`config.mk`:
```
export PLATFORM = sky130hd
export DESIGN_NAME = icosoc_mod_qspi_slave_fifo
export DESIGN_NICKNAME = d
export VERILOG_FILES = /design/src/rtl/icosoc_mod_qspi_slave_fifo.sv
export SDC_FILE = /design/constraint.sdc
export NUM_CORES = 1
export LEC_CHECK = 0
export BUFFER_PORTS_ARGS = -buffer_cell sky130_fd_sc_hd__buf_2
export CAP_MARGIN = 15
export CORE_MARGIN = 10
export CORE_UTILIZATION = 50
export DETAILED_ROUTE_END_ITERATION = 16
export GPL_TIMING_DRIVEN = 1
export PLACE_DENSITY = 0.68
export SLEW_MARGIN = 10
export SYNTH_ARGS = -nofsm -noshare
export SYNTH_HDL_FRONTEND = slang
export SYNTH_SLANG_ARGS = --single-unit
```
`constraint.sdc`:
```
create_clock -name clk -period 4.8 [get_ports clk]
set_clock_uncertainty 0.1 [all_clocks]
set_input_delay 0.24 -clock clk [delete_from_list [all_inputs] [get_ports clk]]
set_output_delay 0.24 -clock clk [all_outputs]
set_load 0.005 [all_outputs]
```
`src/rtl/icosoc_mod_qspi_slave_fifo.sv`:
```
`default_nettype none
// ============================================================================
// Module  : icosoc_mod_qspi_slave_fifo
// Brief   : QSPI slave (1/2/4 lanes) with RX/TX byte FIFOs behind a register bus
// Revision: 1.0
// ============================================================================
module icosoc_mod_qspi_slave_fifo #(
  parameter int DWIDTH     = 4,
  parameter int FIFO_DEPTH = 16
) (
  input  logic        clk,
  input  logic        reset,
  input  logic [3:0]  ctrl_wr,
  input  logic        ctrl_rd,
  input  logic [15:0] ctrl_addr,
  input  logic [31:0] ctrl_wdat,
  output logic [31:0] ctrl_rdat,
  output logic        ctrl_done,
  input  logic        qck_i,
  input  logic        qss_i,
  input  logic [3:0]  qd_i,
  output logic [3:0]  qd_o,
  output logic [3:0]  qd_oe
);

  localparam int         AW         = $clog2(FIFO_DEPTH);
  localparam logic [2:0] LAST_CHUNK = 3'(8 / DWIDTH - 1);
  localparam logic [8:0] DEPTH      = 9'(FIFO_DEPTH);
  localparam logic [AW-1:0] PTR_ONE = AW'(1);
  localparam logic [1:0] S_IDLE = 2'd0;
  localparam logic [1:0] S_RX   = 2'd1;
  localparam logic [1:0] S_TX   = 2'd2;

  logic [1:0] qck_sync, qss_sync;
  logic [3:0] qd_meta, qd_sync;
  logic       qck_prev, qss_prev;
  logic [1:0] state, state_next;
  logic [7:0] rx_shift, tx_shift, rx_byte, tx_head;
  logic [2:0] rx_cnt, tx_cnt;
  logic [7:0] rx_mem [FIFO_DEPTH];
  logic [7:0] tx_mem [FIFO_DEPTH];
  logic [AW-1:0] rx_wr, rx_rd, tx_wr, tx_rd;
  logic [8:0] rx_count, tx_count;
  logic       rx_ovf, tx_ovf, tx_und, dir, auto_dir;
  logic [3:0] tx_lanes, lane_mask;
  logic [31:0] rdat_next;
  logic [2:0] flag_clr;

  // Synchronisers reset low so a select held through reset never looks like a fall
  always_ff @(posedge clk) begin
    if (reset) begin
      qck_sync <= 2'b00;
      qss_sync <= 2'b00;
      qd_meta  <= 4'h0;
      qd_sync  <= 4'h0;
      qck_prev <= 1'b0;
      qss_prev <= 1'b0;
    end else begin
      qck_sync <= {qck_sync[0], qck_i};
      qss_sync <= {qss_sync[0], qss_i};
      qd_meta  <= qd_i;
      qd_sync  <= qd_meta;
      qck_prev <= qck_sync[1];
      qss_prev <= qss_sync[1];
    end
  end

  logic sample_ev, shift_ev, qss_fall, qss_rise, leaving;
  assign sample_ev = qck_sync[1] & ~qck_prev & ~qss_sync[1];
  assign shift_ev  = ~qck_sync[1] & qck_prev & ~qss_sync[1];
  assign qss_fall  = qss_prev & ~qss_sync[1];
  assign qss_rise  = ~qss_prev & qss_sync[1];
  assign leaving   = (state != S_IDLE) & qss_rise;

  always_ff @(posedge clk) begin
    if (reset) state <= S_IDLE;
    else       state <= state_next;
  end

  always_comb begin
    state_next = state;
    case (state)
      S_IDLE:  if (qss_fall) state_next = dir ? S_TX : S_RX;
      S_RX,
      S_TX:    if (qss_rise) state_next = S_IDLE;
      default: state_next = S_IDLE;
    endcase
  end

  generate
    if (DWIDTH == 1) begin : g_lane1
      assign tx_lanes  = {2'b00, tx_shift[7], 1'b0};
      assign lane_mask = 4'b0010;
    end else if (DWIDTH == 2) begin : g_lane2
      assign tx_lanes  = {2'b00, tx_shift[7:6]};
      assign lane_mask = 4'b0011;
    end else begin : g_lane4
      assign tx_lanes  = tx_shift[7:4];
      assign lane_mask = 4'b1111;
    end
  endgenerate

  always_comb begin
    qd_o  = 4'b0000;
    qd_oe = 4'b0000;
    if (state == S_TX) begin
      qd_o  = tx_lanes;
      qd_oe = lane_mask;
    end
  end

  logic acc, wr_acc, rd_acc, a_data, a_stat, a_ctrl;
  logic rx_push, rx_pop, tx_push, tx_pop, tx_load, rx_done, flush;
  logic rx_empty, rx_full, tx_empty, tx_full;
  assign acc     = (|ctrl_wr | ctrl_rd) & ~ctrl_done;
  assign wr_acc  = acc & (|ctrl_wr);
  assign rd_acc  = acc & ctrl_rd;
  assign a_data  = (ctrl_addr == 16'h0000);
  assign a_stat  = (ctrl_addr == 16'h0004);
  assign a_ctrl  = (ctrl_addr == 16'h0008);
  assign rx_empty = (rx_count == 9'd0);
  assign tx_empty = (tx_count == 9'd0);
  assign rx_full  = (rx_count == DEPTH);
  assign tx_full  = (tx_count == DEPTH);
  assign rx_byte  = {rx_shift[7-DWIDTH:0], qd_sync[DWIDTH-1:0]};
  assign rx_done  = (state == S_RX) & sample_ev & (rx_cnt == LAST_CHUNK);
  assign rx_push  = rx_done & ~rx_full;
  assign rx_pop   = rd_acc & a_data & ~rx_empty;
  assign tx_push  = wr_acc & a_data & ~tx_full;
  assign tx_load  = ((state == S_IDLE) & qss_fall & dir) |
                    ((state == S_TX) & shift_ev & (tx_cnt == LAST_CHUNK));
  assign tx_pop   = tx_load & ~tx_empty;
  assign tx_head  = tx_empty ? 8'h00 : tx_mem[tx_rd];
  assign flush    = wr_acc & a_ctrl & ctrl_wr[0] & ctrl_wdat[2];
  assign flag_clr = (wr_acc & a_stat & ctrl_wr[0]) ? ctrl_wdat[2:0] : 3'b000;

  always_comb begin
    rdat_next = 32'h0;
    if (a_data)      rdat_next = {23'h0, ~rx_empty, rx_empty ? 8'h00 : rx_mem[rx_rd]};
    else if (a_stat) rdat_next = {rx_count, tx_count, 10'h0, state != S_IDLE, rx_ovf, tx_ovf, tx_und};
    else if (a_ctrl) rdat_next = {29'h0, 1'b0, auto_dir, dir};
  end

  always_ff @(posedge clk) begin
    if (rx_push) rx_mem[rx_wr] <= rx_byte;
    if (tx_push) tx_mem[tx_wr] <= ctrl_wdat[7:0];
  end

  always_ff @(posedge clk) begin
    if (reset) begin
      rx_shift <= 8'h00;  rx_cnt <= 3'd0;
      tx_shift <= 8'h00;  tx_cnt <= 3'd0;
      rx_wr <= '0;  rx_rd <= '0;  rx_count <= 9'd0;
      tx_wr <= '0;  tx_rd <= '0;  tx_count <= 9'd0;
      rx_ovf <= 1'b0;  tx_ovf <= 1'b0;  tx_und <= 1'b0;
      dir <= 1'b0;  auto_dir <= 1'b0;
      ctrl_done <= 1'b0;  ctrl_rdat <= 32'h0;
    end else begin
      ctrl_done <= acc;
      ctrl_rdat <= rd_acc ? rdat_next : 32'h0;

      if (state != S_RX) rx_cnt <= 3'd0;
      else if (sample_ev) begin
        rx_shift <= rx_byte;
        rx_cnt   <= (rx_cnt == LAST_CHUNK) ? 3'd0 : rx_cnt + 3'd1;
      end

      if (tx_load) begin
        tx_shift <= tx_head;
        tx_cnt   <= 3'd0;
      end else if ((state == S_TX) & shift_ev) begin
        tx_shift <= {tx_shift[7-DWIDTH:0], {DWIDTH{1'b0}}};
        tx_cnt   <= tx_cnt + 3'd1;
      end

      // Flush overrides any push or pop landing in the same cycle
      if (flush) begin
        rx_wr <= '0;  rx_rd <= '0;  rx_count <= 9'd0;
        tx_wr <= '0;  tx_rd <= '0;  tx_count <= 9'd0;
      end else begin
        if (rx_push) rx_wr <= rx_wr + PTR_ONE;
        if (rx_pop)  rx_rd <= rx_rd + PTR_ONE;
        if (rx_push & ~rx_pop)      rx_count <= rx_count + 9'd1;
        else if (~rx_push & rx_pop) rx_count <= rx_count - 9'd1;
        if (tx_push) tx_wr <= tx_wr + PTR_ONE;
        if (tx_pop)  tx_rd <= tx_rd + PTR_ONE;
        if (tx_push & ~tx_pop)      tx_count <= tx_count + 9'd1;
        else if (~tx_push & tx_pop) tx_count <= tx_count - 9'd1;
      end

      rx_ovf <= (rx_ovf & ~flag_clr[2]) | (rx_done & rx_full);
      tx_ovf <= (tx_ovf & ~flag_clr[1]) | (wr_acc & a_data & tx_full);
      tx_und <= (tx_und & ~flag_clr[0]) | (tx_load & tx_empty);

      if (wr_acc & a_ctrl & ctrl_wr[0]) begin
        dir      <= ctrl_wdat[0];
        auto_dir <= ctrl_wdat[1];
      end
      if (leaving & auto_dir) dir <= ~dir;
    end
  end

  logic unused_ok;
  assign unused_ok = ^{ctrl_wdat[31:8], qd_sync};

endmodule
`default_nettype wire
```
# == After elaboration in Yosys (flattened, before gate mapping) ==
# Memories as Yosys holds them, arrays and structs flattened. A register that Yosys moved wholly into a read port is not among the register bits.
# Cells that the tools add are included.
# classes
n_mul,0
bitwise,62
addsub,10
shift,0
order_cmp,0
reduce_logical,19
eq_ne,11
div,0
mux,29
# op_table
operator,count
9-bit 2-to-1 mux,5
1-bit AND,38
32-bit 2-to-1 mux,1
8-bit 2-to-1 mux,4
4-bit 2-to-1 mux,6
1-bit NOT,19
9-bit by 1-bit adder with 9-bit output (second input constant),2
9-bit by 5-bit equality test with 1-bit output (second input constant),2
9-bit logical NOT,2
9-bit by 1-bit subtractor with 9-bit output (second input constant),2
4-bit by 1-bit adder with 4-bit output (second input constant),4
16-bit by 3-bit equality test with 1-bit output (second input constant),1
16-bit by 4-bit equality test with 1-bit output (second input constant),1
16-bit logical NOT,1
2-bit nonzero test,5
2-bit OR reduction,5
2-bit 2-to-1 mux,4
4-bit OR reduction,2
3-bit by 1-bit adder with 3-bit output (second input constant),2
3-bit by 1-bit equality test with 1-bit output (second input constant),2
1-bit 2-to-1 mux,6
3-bit 2-to-1 mux,2
1-bit bitwise OR,5
2-bit inequality test (second input constant),2
other kinds (7),8
# word_totals
latch_bits,0
regBits,106
in_bits,61
ram_bits,256
rom_bits,0
out_inout_bits,41
n_memories,2
# mem_list
memory,depth,word_bits,read_ports,rd_clocked_by_memory_dff,write_ports,line,rtl
rx_mem,16,8,1,1,1,40,logic [7:0] rx_mem [FIFO_DEPTH];
tx_mem,16,8,1,1,1,41,logic [7:0] tx_mem [FIFO_DEPTH];

# == Depth between registers and ports, before layout ==
# Gate-level depths: netlist (run 1).
# depth
ltp_word,10
ltp_mapped,14
depth_no_buf,13

# == Worst setup path before layout (run 1) ==
# No wires, ideal clock.
# synth_path
path_type,register to register
start,register state[0]
end,register tx_count[8]
t_required_ps,4604
t_arrival_ps,3313
path_slack_ps,1291
path_stages_with_launch,15
period_less_slack_ps,3509
cell_sequence,dfxtp_1 -> inv_1 -> ha_1 -> nand4bb_1 -> clkbuf_1 -> o21ai_2 -> o21ai_1 -> ha_1 -> inv_1 -> ha_1 -> a21o_1 -> a21oi_1 -> o21ai_0 -> mux2_2 -> nor4b_1
# synth_between
elab_chain_len,8
# synth_lines
item,line,rtl
"start, declared",37,"logic [1:0] state, state_next;"
"start signal, assigned",77,else state <= state_next;
2-bit equality test or 2-bit logical NOT (tied branches),"131, 130",
1-bit AND (on tied branches) (2 in series),"131, 130",
1-bit bitwise OR *,130,assign tx_load = ((state == S_IDLE) & qss_fall & dir) |
1-bit AND *,132,assign tx_pop = tx_load & ~tx_empty;
1-bit NOT,187,if (tx_push & ~tx_pop) tx_count <= tx_count + 9'd1;
1-bit AND,187,
9-bit 2-to-1 mux or 2-bit nonzero test (tied branches),-,
"end signal, assigned",187,
"end signal, assigned",188,else if (~tx_push & tx_pop) tx_count <= tx_count - 9'd1;
"end, declared",43,"logic [8:0] rx_count, tx_count;"
# Mark *: on every way between the ends. The rest lies on a longest branch, timed or not.
# A chain may end at the register's enable or synchronous reset.

# == Worst setup path after layout (run 1) ==
# Ends and elaborated chain as after synthesis.

==> results_dict.tcl, run 1 <==
set metrics [dict create \
    synthAdderAreaFrac 0.0288 \
    areaGrowthSynthToFinish_pct 14.2 \
    synth_cell_types 66 \
    cts_setup_buffers 0 \
    synth_xor_area_frac 0.0118 \
    initial_utilization 0.503 \
    detail-route-antenna-nets 0 \
    first_pass_iters 5 \
    cts_root_buf "clkbuf_16" \
    cp_top_family "compound AO/OA/AOI/OAI gates" \
    dr.first_iter.drc_count 580 \
    path_cells "inv_1, ha_1, nand4bb_1, o21ai_2, o21ai_1, ha_1, inv_1, fa_1, a21o_1, a21oi_1, o21ai_0, mux2_2, nor4b_1" \
    async_flop_share 0 \
    synth-seq-cells 365 \
    grt_overflow 0 \
    route.detailed.drc 0 \
    slew_violations 0 \
    port-buffer-count 72 \
    htree_levels 2 \
    final_layout_size_suffix_gt1_frac 0.230 \
    cts_sinks 365 \
    fmax_ghz 0.236 \
    dp.cells 1395 \
    final_cell_mix "256 x edfxtp_1, 107 x dfxtp_1, 97 x nor2_1, 72 x buf_2, 68 x mux4_2" \
    finalSetupViolations 0 \
    cp_max_fo 10 \
    worst_hold_path_type "in -> reg" \
    r2r-end "tx_count[8]" \
    fin_util 0.574 \
    seqPwrFrac 0.528 \
    worst_slew_pin_slew_ns 1.09 \
    power.leakage_uw 0.00581 \
    rsz0062_at_grt "no" \
    relSlewSlack 0.272 \
    vias 8258 \
    dieArea_um2 37000 \
    ff2ff_path_depth 13 \
    regToRegSetupSlack_ns 0.57 \
    synth_simple_gate_area_frac 0.0961 \
    internal-power_uw 5130 \
    power_density_nw_per_um2 377 \
    setup_tns_ns 0 \
    worst-path-buf-inv 2 \
    instances_no_fill 1477 \
    maxCapViolCount 0 \
    dpl.hpwl_mm 19.6 \
    grt_max_degree 33 \
    cts_hold_buffers 11 \
    antenna_found_initial 1 \
    end_kind "register" \
    cp_data_required_time_ns 5.11 \
    synth_top_family_by_area "multiplexers" \
    die_w_um 192 \
    clockPowerShare 0.459 \
    cp_slowest_stage_delay_ns 0.44 \
    grt_pass1_vias 8318 \
    muxShareOfSynthArea 0.130 \
    min_period_ns 4.23 \
    insertion_delay_ns 0.53 \
    wire_per_inst_um 20.3 \
    worstPathArrival_ns 4.54 \
    layout_setup_ws_ns 0.571 \
    min_from "ctrl_wdat[4]" \
    mostFrequentLayoutCell "edfxtp_1" \
    pre_cts_ws_ns 0.601 \
    hold_depth 1 \
    p_sw_frac 0.197 \
    cts_buffers 38 \
    worst-setup-path-type "reg -> reg" \
    rows 63 \
    nNetsFinal 1150 \
    synth_area_um2 14800 \
    cts_tree "done" \
    post_dp_cell_area_um2 15500 \
    wl_mm 30.1 \
    yosys_most_used_dff "edfxtp_1" \
    ctsResizeCount 0 \
    synth_seq_area_share 0.665 \
    vias_per_cell 5.59 \
    fp.dieH_um 192 \
    hold-path-endpoint "tx_mem[1][4]" \
    syn_area_per_cell_um2 15.4 \
    ys.warnings.count 0 \
    switching_power_uw 1260 \
    critPathLaunchType "register" \
    r2r-start "state[0]" \
    cpMaxStageDelayCell "o21ai_0" \
    hold_violations 0 \
    grt_pass1_wl_mm 47.2 \
    cts_max_path_buffers 3 \
    core_um2 29500 \
    synth-compound-area-share 0.0462 \
    routabilityCongestion 0.817 \
    synth_edf_count 256 \
    synthCells 966 \
    design_area_um2 16900 \
    comb_power_share 0.014 \
    status "finished clean" \
    vdd_drop_max_uv 241 \
    grt_usage 0.164 \
    fin_crit_sh 0.881 \
    clk_pin_slew_ns 0.06 \
    pin_count 102 \
]
## cells in the mapped netlist, types with 18 or more instances
library cell / instances / area, um2
dfxtp_1: 109 / 2180
nor3_1: 25 / 125
mux2i_1: 28 / 280
mux4_2: 68 / 1530
ha_1: 31 / 388
nor2b_1: 25 / 156
a21oi_1: 45 / 225
clkbuf_1: 21 / 78.8
nand2_1: 18 / 67.6
edfxtp_1: 256 / 7690
and2_1: 22 / 138
nor2_1: 97 / 364
## flip-flops by register name, indices dropped and copies added, names as in the netlist, 3 cells and up, named ones only
signal and flops:
ctrl_rdat 27, qd_meta 4, qd_sync 4, rx_cnt 3, rx_count 9, rx_mem 128, rx_rd 4, rx_shift 4
rx_wr 4, tx_cnt 3, tx_count 9, tx_mem 128, tx_rd 4, tx_shift 8, tx_wr 4
## how the worst max path moves through the flow
| stage | end | cells after the start | slack, ns | from |
|---|---|---|---|---|
| final | tx_count[8] | 13 | 0.57 | state[0] |
| after floorplan | tx_count[8] | 14 | 1.29 | state[0] |
| after detailed placement | tx_count[8] | 13 | 0.60 | state[0] |
| after CTS | tx_count[8] | 13 | 0.57 | state[0] |
| after global placement | tx_count[8] | 13 | 0.74 | state[0] |
| after global routing | tx_count[8] | 13 | 0.04 | state[0] |
## stage by stage
step,hold WS [ns],power (uW)
after floorplan,0.239,3470
after detailed placement,0.327,3520
final,0.0137,6390
after global placement,0.322,3520
after global routing,0.0203,6580
after CTS,0.00466,6430
## area by class of cell
cell class	count	area (um2)
flip-flops and latches	365	9870
repair buffers	98	583
clock buffers	54	1110
fillers	2279	12500
clock inverters	16	160
multi-input cells	537	4660
well taps	390	488
diodes	1	2.50
inverters	16	60.1
## metal layers
metal / vias up / global-route usage / part of all wire
li1: 3868 / - / -
met1: 4133 / 0.238 / 0.47
met2: 223 / 0.249 / 0.46
met3: 34 / 0.0336 / 0.056
met4: 0 / 0.0400 / 0.016
met5: - / 0 / 0
## power by group through the flow
stage / logic [uW] / registers [uW] / clock network (uW)
floorplan: 40.2 / 3430 / 0
global placement: 77.8 / 3440 / 0
detailed placement: 80.9 / 3440 / 0
CTS: 88.7 / 3370 / 2970
global route: 98.2 / 3370 / 3110
finish: 88.3 / 3370 / 2930
## kinds of logic after synthesis
| group | count (synthesis) |
|---|---|
| adders and majority gates | 33 |
| DFF | 365 |
| muxes | 106 |
| xor gates and xnor gates | 20 |
| and+or+nand+nor | 265 |
| buffers and inverters | 68 |
| AOI/OAI and AO/OA | 108 |
| other | 1 |
Power figures use the tool's default switching activity.
==> run 2, diff against run 1 <==
--- a/config.mk
+++ b/config.mk
@@ -12,6 +12,7 @@
 export DETAILED_ROUTE_END_ITERATION = 16
 export GPL_TIMING_DRIVEN = 1
 export PLACE_DENSITY = 0.68
+export REMOVE_ABC_BUFFERS = 1
 export SLEW_MARGIN = 10
 export SYNTH_ARGS = -nofsm -noshare
 export SYNTH_HDL_FRONTEND = slang
==> run 2 against run 1 <==
  * Combinational power fell by 0.9%
  * Sequential share of layout area rose by 0.16 points
  * Power fell by 0.90%
  * Maximum frequency fell by 0.50%
  * Core utilization fell by 0.16 points
  * Setup slack got worse by 0.021 ns
  * Via count fell by 1.3%
  * Critical endpoint unchanged
  * Largest power group unchanged
  * Highest routed layer unchanged
==> results_dict.tcl, run 2 (same netlist as run 1, synthesis figures left out) <==
set metrics [dict create \
    status "finished clean" \
    initial_utilization 0.503 \
    cp_slowest_stage_delay_ns 0.47 \
    cts_tree "done" \
    biggestRegsByFlops "rx_mem x128, tx_mem x128, ctrl_rdat x27" \
    worstPathArrival_ns 4.56 \
    nFillCells 2299 \
    cts_sinks 365 \
    htree_levels 2 \
    path_cells "inv_1, ha_1, nand4bb_1, o21ai_2, o21ai_1, ha_1, inv_1, fa_1, a21o_1, a21oi_1, o21ai_0, mux2_2, nor4b_1" \
    worst-path-buf-inv 2 \
    worst_slew_pin_slew_ns 1.04 \
    hold_violations 0 \
    slew_violations 0 \
    dr.first_iter.drc_count 567 \
    grt_usage 0.162 \
    grt_pass1_vias 8499 \
    wl_mm 29.6 \
    cp_data_required_time_ns 5.11 \
    antenna_found_initial 0 \
    rows 63 \
    design_area_um2 16900 \
    wire_per_inst_um 20.1 \
    pin_count 102 \
    rsz0062_at_grt "no" \
    end_kind "register" \
    cp_max_fo 10 \
    fin_crit_sh 0.886 \
    maxCapViolCount 0 \
    vdd_drop_max_uv 258 \
    port-buffer-count 72 \
    grt_pass1_wl_mm 47.0 \
    min_period_ns 4.25 \
    critPathLaunchType "register" \
    areaGrowthSynthToFinish_pct 13.9 \
    mostFrequentLayoutCell "edfxtp_1" \
    clk_pin_slew_ns 0.06 \
    instances_no_fill 1475 \
    core_um2 29500 \
    cp_top_family "compound AO/OA/AOI/OAI gates" \
    fmax_ghz 0.235 \
    dp.cells 1396 \
    vias 8150 \
    worst_hold_path_type "in -> reg" \
    finalSetupViolations 0 \
    detail-route-antenna-nets 0 \
    antenna_cells 0 \
    cts_setup_buffers 0 \
    vias_per_cell 5.53 \
    cpMaxStageDelayCell "o21ai_0" \
    nNetsFinal 1150 \
    dieArea_um2 37000 \
    relSlewSlack 0.308 \
    post_dp_cell_area_um2 15600 \
    final_cell_mix "256 x edfxtp_1, 107 x dfxtp_1, 97 x nor2_1, 72 x buf_2, 68 x mux4_2" \
    dpl.hpwl_mm 19.6 \
    route.detailed.drc 0 \
    routabilityCongestion 0.812 \
    fp.dieH_um 192 \
    worst-setup-path-type "reg -> reg" \
    die_w_um 192 \
    cts_buffers 38 \
    grt_overflow 0 \
    cts_max_path_buffers 3 \
    holdWs_ns 0.0194 \
    grt_max_degree 28 \
    first_pass_iters 5 \
    power.leakage_uw 0.00579 \
    cts_root_buf "clkbuf_16" \
    final_layout_size_suffix_gt1_frac 0.225 \
    insertion_delay_ns 0.52 \
    setup_tns_ns 0 \
    power_density_nw_per_um2 375 \
]
-- run 2: changes by cell type in the layout (fill, tap and decap cells not counted), sizes merged --
cell	change
clkinv	-2
buf	+1
inv	+1
diode	-1
clkbuf	-1
dlygate4sd3	-1
bufinv	+1
-- run 2: layout make-up --
cell class	count	area [um2]	share of cell area
Sequential cell	365	9870	0.584
Tap cell	390	488	0.0289
Clock buffer	53	1070	0.0635
Multi-Input combinational cell	537	4660	0.276
Clock inverter	16	160	0.00948
Timing Repair Buffer	98	581	0.0344
Inverter	16	60.1	0.00356
-- run 2: layer usage --
metal | share of wire | GRT usage | up-vias
li1 | - | - | 3856
met1 | 0.46 | 0.226 | 4056
met2 | 0.47 | 0.255 | 205
met3 | 0.055 | 0.0358 | 33
met4 | 0.017 | 0.0385 | 0
met5 | 0 | 0 | -
-- run 2: what timing repair did --
| item | in CTS | in global routing |
|---|---|---|
| hold endpoints to repair | 24 | 0 |
| gates resized for setup | 0 | 0 |
| hold buffers | 10 | 0 |
-- run 2: power by group --
| part | switching (uW) | internal (uW) | leakage [uW] |
|---|---|---|---|
| clock network | 1150 | 1720 | 0.000597 |
| registers | 11.1 | 3360 | 0.00321 |
| logic | 54.0 | 33.5 | 0.00198 |
-- run 2: path summary, 6_finish.rpt --
| check | startpoint | cells after the start | end | slack [ns] |
|---|---|---|---|---|
| setup / recovery | state[0] | 13 | tx_count[8] | 0.55 |
| hold / removal | ctrl_wdat[6] | 1 | tx_mem[2][6] | 0.02 |
| setup reg to reg | state[0] | 13 | tx_count[8] | 0.55 |
| hold reg to reg | qd_meta[2] | 1 | qd_sync[2] | 0.33 |
-- run 2: metrics by stage --
step           setup slack, ns  utilization  total power (uW)
2_1_floorplan             1.28            -              3470
3_3_place_gp             0.671        0.528              3520
3_5_place_dp             0.472        0.528              3520
4_1_cts                  0.444        0.573              6380
5_1_grt                 0.0537        0.573              6530
6_report                 0.550        0.573              6330
